`src/rtl/alu_issue_ctrl.sv`:
```
// Issue-side controller for the registered 32-bit ALU: decodes ALUOp/funct,
// holds operands stable for the ALU latency and returns the captured result.
module alu_issue_ctrl #(
  parameter int ALU_LAT = 1,
  parameter int TAG_W   = 4
) (
  input  logic             clk,
  input  logic             rst,
  input  logic             req_valid,
  output logic             req_ready,
  input  logic [1:0]       req_aluop,
  input  logic [5:0]       req_funct,
  input  logic [31:0]      req_a,
  input  logic [31:0]      req_b,
  input  logic [TAG_W-1:0] req_tag,
  output logic [31:0]      alu_src1,
  output logic [31:0]      alu_src2,
  output logic [3:0]       alu_control,
  input  logic [31:0]      alu_result,
  input  logic             alu_zero,
  input  logic             alu_cout,
  input  logic             alu_overflow,
  output logic             rsp_valid,
  input  logic             rsp_ready,
  output logic [31:0]      rsp_result,
  output logic             rsp_zero,
  output logic             rsp_cout,
  output logic             rsp_overflow,
  output logic             rsp_illegal,
  output logic [TAG_W-1:0] rsp_tag,
  output logic [15:0]      ovf_count
);

  typedef enum logic [1:0] {IDLE, ISSUE, WAIT, RESP} state_t;

  localparam logic [2:0] LAT_INIT = 3'(ALU_LAT);

  state_t             r_state;
  state_t             w_next;
  logic [2:0]         r_cnt;
  logic [31:0]        r_src1;
  logic [31:0]        r_src2;
  logic [3:0]         r_ctrl;
  logic [31:0]        r_rspResult;
  logic               r_rspZero;
  logic               r_rspCout;
  logic               r_rspOverflow;
  logic               r_rspIllegal;
  logic [TAG_W-1:0]   r_rspTag;
  logic [15:0]        r_ovfCount;
  logic               w_legal;
  logic [3:0]         w_code;
  logic               w_accept;
  logic               w_rspHs;

  always_comb begin
    w_legal = 1'b1;
    w_code  = 4'b0000;
    case (req_aluop)
      2'b00: w_code = 4'b0010;
      2'b01: w_code = 4'b0110;
      2'b10: begin
        case (req_funct)
          6'b100000: w_code = 4'b0010;
          6'b100010: w_code = 4'b0110;
          6'b100100: w_code = 4'b0000;
          6'b100101: w_code = 4'b0001;
          6'b100111: w_code = 4'b1100;
          6'b101010: w_code = 4'b0111;
          default:   w_legal = 1'b0;
        endcase
      end
      default: w_legal = 1'b0;
    endcase
  end

  assign w_accept = req_valid && (r_state == IDLE);
  assign w_rspHs  = rsp_ready && (r_state == RESP);

  always_ff @(posedge clk) begin
    if (rst) r_state <= IDLE;
    else     r_state <= w_next;
  end

  always_comb begin
    w_next    = r_state;
    req_ready = 1'b0;
    rsp_valid = 1'b0;
    case (r_state)
      IDLE: begin
        req_ready = 1'b1;
        if (req_valid) w_next = w_legal ? ISSUE : RESP;
      end
      ISSUE: w_next = WAIT;
      WAIT: begin
        if (r_cnt == 3'd1) w_next = RESP;
      end
      RESP: begin
        rsp_valid = 1'b1;
        if (rsp_ready) w_next = IDLE;
      end
      default: w_next = IDLE;
    endcase
  end

  // Illegal requests never touch the ALU drive registers, so the ALU keeps
  // seeing the last legal operation.
  always_ff @(posedge clk) begin
    if (rst) begin
      r_cnt         <= '0;
      r_src1        <= '0;
      r_src2        <= '0;
      r_ctrl        <= '0;
      r_rspResult   <= '0;
      r_rspZero     <= 1'b0;
      r_rspCout     <= 1'b0;
      r_rspOverflow <= 1'b0;
      r_rspIllegal  <= 1'b0;
      r_rspTag      <= '0;
      r_ovfCount    <= '0;
    end else begin
      if (w_accept) begin
        r_rspTag <= req_tag;
        if (w_legal) begin
          r_src1 <= req_a;
          r_src2 <= req_b;
          r_ctrl <= w_code;
        end else begin
          r_rspResult   <= '0;
          r_rspZero     <= 1'b0;
          r_rspCout     <= 1'b0;
          r_rspOverflow <= 1'b0;
          r_rspIllegal  <= 1'b1;
        end
      end
      if (r_state == ISSUE) r_cnt <= LAT_INIT;
      if (r_state == WAIT) begin
        r_cnt <= r_cnt - 3'd1;
        if (r_cnt == 3'd1) begin
          r_rspResult   <= alu_result;
          r_rspZero     <= alu_zero;
          r_rspCout     <= alu_cout;
          r_rspOverflow <= alu_overflow;
          r_rspIllegal  <= 1'b0;
        end
      end
      if (w_rspHs && r_rspOverflow && (r_ovfCount != 16'hFFFF))
        r_ovfCount <= r_ovfCount + 16'd1;
    end
  end

  assign alu_src1     = r_src1;
  assign alu_src2     = r_src2;
  assign alu_control  = r_ctrl;
  assign rsp_result   = r_rspResult;
  assign rsp_zero     = r_rspZero;
  assign rsp_cout     = r_rspCout;
  assign rsp_overflow = r_rspOverflow;
  assign rsp_illegal  = r_rspIllegal;
  assign rsp_tag      = r_rspTag;
  assign ovf_count    = r_ovfCount;

endmodule

```
`config.mk`:
```
export PLATFORM = sky130hd
export DESIGN_NAME = alu_issue_ctrl
export DESIGN_NICKNAME = d
export VERILOG_FILES = /design/src/rtl/alu_issue_ctrl.sv
export SDC_FILE = /design/constraint.sdc
export NUM_CORES = 1
export LEC_CHECK = 0
export CELL_PAD_IN_SITES_DETAIL_PLACEMENT = 2
export CELL_PAD_IN_SITES_GLOBAL_PLACEMENT = 2
export CORE_UTILIZATION = 35
export CTS_CLUSTER_SIZE = 12
export DETAILED_ROUTE_END_ITERATION = 8
export DONT_BUFFER_PORTS = 1
export PLACE_DENSITY = 0.77
export SKIP_LAST_GASP = 1
export SLEW_MARGIN = 30
export SYNTH_ARGS = -nofsm -noshare
export SYNTH_HDL_FRONTEND = slang
export SYNTH_SLANG_ARGS = --single-unit
```
`constraint.sdc`:
```
create_clock -name clk -period 2.1 [get_ports clk]
set_clock_uncertainty 0.15 [all_clocks]
set_input_delay 0.42 -clock clk [delete_from_list [all_inputs] [get_ports clk]]
set_output_delay 0.42 -clock clk [all_outputs]
set_load 0.02 [all_outputs]
```
* After elaboration in Yosys (flattened, before gate mapping)
Index checks and enable logic that the tools add are counted.
W data, S select, Z words.
** Operators by class
- $add $sub $neg :: 2
- Eq/ne operators :: 16
- Mux-type cells :: 33
- Reductions and logical operators :: 11
** Operator list (count)
- $mux W32 :: 4
- $eq A6 B6 Y1 const B :: 6
- $pmux W4 S5 :: 1
- $mux W1 :: 19
- $add A16 B1 Y16 const B :: 1
- $ne A16 B16 Y1 const B :: 1
- $pmux W4 S3 :: 1
- $mux W2 :: 4
- $pmux W2 S4 :: 1
- $eq A2 B2 Y1 const B :: 3
- $mux W3 :: 2
- $ne A2 B2 Y1 const B :: 3
- $reduce_or A6 Y1 :: 1
- $eq A2 B1 Y1 const B :: 2
- $logic_and A1 B1 Y1 :: 4
- $logic_not A2 Y1 :: 2
- $eq A3 B1 Y1 const B :: 1
- $reduce_and A3 Y1 :: 1
- $sub A3 B1 Y3 const B :: 1
- $pmux W1 S2 :: 1
- $reduce_and A2 Y1 :: 1
- $reduce_bool A2 Y1 :: 1
- $reduce_or A2 Y1 :: 1
** Storage, ports and cells
- Register bits after elaboration :: 129
- Bits of input ports :: 115
- Output and inout bits :: 126

* Logic depth before layout (Yosys ltp)
- Word-level depth :: 8
- Depth in mapped cells :: 7

* Worst setup path before layout
No wires, ideal clock.
- Path type :: register -> register
- From :: register r_state[1]
- To :: register r_ovfCount[9] (netlist: ovf_count[9])
- Arrival :: 1.635 ns
- Required time :: 1.834 ns
- Setup slack :: 0.199 ns
- Cell stages (with the launch flop) :: 7
- Path buffers :: 0
- Path through :: dfxtp_1 -> ha_1 -> and3_1 -> nand4_1 -> a21oi_1 -> a21oi_1 -> a31o_2
** On the way
- Cells in the longest elaborated chain, start to end :: 4
** Ends and longest elaborated chain
- start, declared :: line 38 : state_t r_state;
- start signal, assigned :: line 82 : else r_state <= w_next;
- $eq A2 B2 Y1 :: line 78 : assign w_rspHs = rsp_ready && (r_state == RESP);
- $logic_and A1 B1 Y1 :: line 78
- $logic_and A1 B1 Y1 (2 in a row) :: line 147 : if (w_rspHs && r_rspOverflow && (r_ovfCount != 16'hFFFF))
- end signal, assigned :: line 148 : r_ovfCount <= r_ovfCount + 16'd1;
- end, declared :: line 50 : logic [15:0] r_ovfCount;
Every way passes these cells.
A chain may end at the register's enable or synchronous reset.

* Worst setup path in the final report
Ends and elaborated chain as after synthesis.

==> results.ini <==
[clock_tree]
htreeDepth=4
clkSlewWorstSetupHoldPaths_ns=0.06
cts.sinks=129
ctsRootBufferMaster=clkbuf_16
cts_buffers=17
cts_buffer_depth=2
clkLatencyLatePin_ns=0.41
holdBufCountCts=37
cts_tree=built

[floorplanning]
coreArea_um2=14000
die_area_um2=14900
initial_core_util_pct=36.2
rows=43
pin_count=241
dieHeight_um=122
die_w_um=122

[sta]
drv_slew=0
final-setup-viol-count=2
worst_pin_slew_ns=0.538
fin_hold_ws_ns=-0.0812
fin_crit_ns=2.14
fmax_mhz=468
finalHoldViolations=37
rsz0062_at_grt=true
fin_crit_sh_pct=102
worst_slack_ns=-0.0364
max-slew-margin-rel_pct=64.0

[route]
drt_wl_total_um=18600
detail-route-antenna-nets=0
num_vias=4644
vias_per_cell=5.83
routedWlPerCell_um=23.3
drc_errors=0
firstDrtPassIters=4
drt_iter0_drc=206

[setup_path]
required_ns=2.26
cp-start-kind=flip-flop
path_max_fanout=6
critical_path_class=reg -> reg
cp.arrival_ns=2.29
crit_path_end_kind=flip-flop

[finish]
diodes=0
fin_nets=725
drive_above_1_share_pct=13.6
fin_area_um2=6480
areaGrowthSynthToFinish_pct=28.0

[outcome]
violations=negative hold slack, negative setup slack
outcome=finished with violations

[pwr]
power_density_nw_per_um2=1230
p_total_mw=7.96
ir_drop_mv=0.576
leakage_nw=2.34

[synth]
async_flop_share_pct=0
synth-seq-area-share_pct=51.1
syn_area_per_cell_um2=9.03
syn-num-nets=681
yosysWarnings=0
synth_ff_type=dfxtp_1
synth-edff-count=0
synth.distinct_cells=51
synth_area_um2=5060
ys_ff_latch=129
netlist_instances=560

[global_route]
grt_usage_pct=24.8
grt_max_degree=92
overflow=0
grt_pass1_vias=5008
antenna_found_initial=0
grt_pass1_wl_um=27900

[hold_path]
hold_path.class=in -> reg

[place]
gp_congestion=0.764
dpl-instance-area_um2=5390
post-dp-hpwl_um=11500
portBuffers=0

[run]
cap_violations=0

==> final cells by class <==
class | instances | area, um^2
inverters | 11 | 41.3
repair buffers | 69 | 698
clock buffers | 19 | 433
clock inverters | 13 | 234
multi-input cells | 376 | 2260
flip-flops and latches | 129 | 2580
fillers | 1476 | 7510
well taps | 180 | 225
==> repair_timing <==
action	in CTS	in global routing
resized for setup	1	3
gates cloned	1	0
endpoints found under the setup margin	35	22
setup buffers	0	1
hold endpoints to repair	122	85
==> where the power goes <==
part	internal [mW]	switching, mW	total (mW)
logic	0.553	0.899	1.45
registers	2.70	0.454	3.16
clock network	2.23	1.11	3.35
==> layout by cell type (no fill, tap or decap), drive strengths merged, types with 4 or more instances in the layout <==
master / instances
xnor2: 9
clkbuf: 19
ha: 6
a22o: 35
dlygate4sd3: 37
nor3: 9
dfxtp: 129
nand2: 22
a211oi: 4
a21oi: 78
nor2: 26
clkinv: 6
o21ai: 71
inv: 12
nand4: 6
bufinv: 6
buf: 32
nand3: 74
==> logic make-up after synthesis <==
group                    Yosys count  share of synthesized area [%]
AO/OA/AOI/OAI                    201                           24.2
AND/OR/NAND/NOR                  154                           15.7
flip-flops                       129                           51.1
buffers and inverters             56                           5.12
XOR/XNOR                          12                           2.08
adder cells (fa/ha/maj)            6                           1.48
multiplexers                       2                          0.396
==> through the flow <==
stage | setup slack (ns) | util (%) | cells | hold WS, ns | setup TNS (ns)
2_1_floorplan | 0.199 | - | 560 | 0.318 | 0
3_3_place_gp | 0.00790 | 38.5 | 726 | 0.347 | 0
3_5_place_dp | -0.0985 | 38.5 | 726 | 0.353 | -2.82
4_1_cts | 0.0116 | 46.1 | 796 | -0.0878 | 0
5_1_grt | -0.0922 | 46.3 | 797 | -0.0992 | -0.177
6_report | -0.0364 | 46.3 | 797 | -0.0812 | -0.0423
==> registers in the layout, summed over array words and instances (netlist names) <==
register	cells
alu_src1	32
alu_src2	32
rsp_result	32
ovf_count	16
alu_control	4
rsp_tag	4
r_cnt	3
r_state	2
rsp_cout	1
rsp_illegal	1
rsp_overflow	1
rsp_zero	1
==> worst max-delay path, stage by stage (launching register included) <==
cell and delay (ns):
dfxtp_1 0.38, ha_1 0.20, and3_1 0.21, nand4_1 0.29, a21oi_1 0.42, a21oi_1 0.14
a31o_2 0.23
==> cells in the mapped netlist, drive strengths merged, types with 2 or more instances <==
cell / n / area (um^2)
inv: 11 / 41.3
a21oi: 78 / 394
nand2b: 2 / 15.0
xnor2: 9 / 78.8
o22ai: 2 / 12.5
nor4: 2 / 18.8
and2: 3 / 18.8
mux2i: 2 / 20.0
dfxtp: 129 / 2580
and3: 3 / 18.8
o21ai: 71 / 359
and4: 2 / 20.0
a211oi: 4 / 30.0
clkbuf: 22 / 82.6
nor2: 26 / 97.6
xor2: 3 / 26.3
nand2: 22 / 82.6
nand3: 74 / 375
o21a: 2 / 22.5
nand4: 6 / 37.5
ha: 6 / 75.1
nor3: 9 / 66.3
a22o: 35 / 307
buf: 23 / 135
==> worst paths after layout <==
check	start	endpoint	slack (ns)	depth (start not counted)
hold / removal	rst	alu_src2[9]	-0.08	1
setup reg to reg	r_state[1]	ovf_count[9]	-0.04	6
hold reg to reg	r_state[0]	r_state[0]	0.38	2
setup / recovery	r_state[1]	ovf_count[9]	-0.04	6
==> layer usage <==
layer | GRT usage [%] | part of all wire (%) | vias to the layer above
li1 | - | - | 2111
met1 | 25.8 | 38 | 2289
met2 | 44.8 | 51 | 207
met3 | 9.20 | 8.4 | 37
met4 | 9.76 | 2.3 | 0
met5 | 0 | 0 | -
No activity file was read; power rests on OpenSTA's default activity.
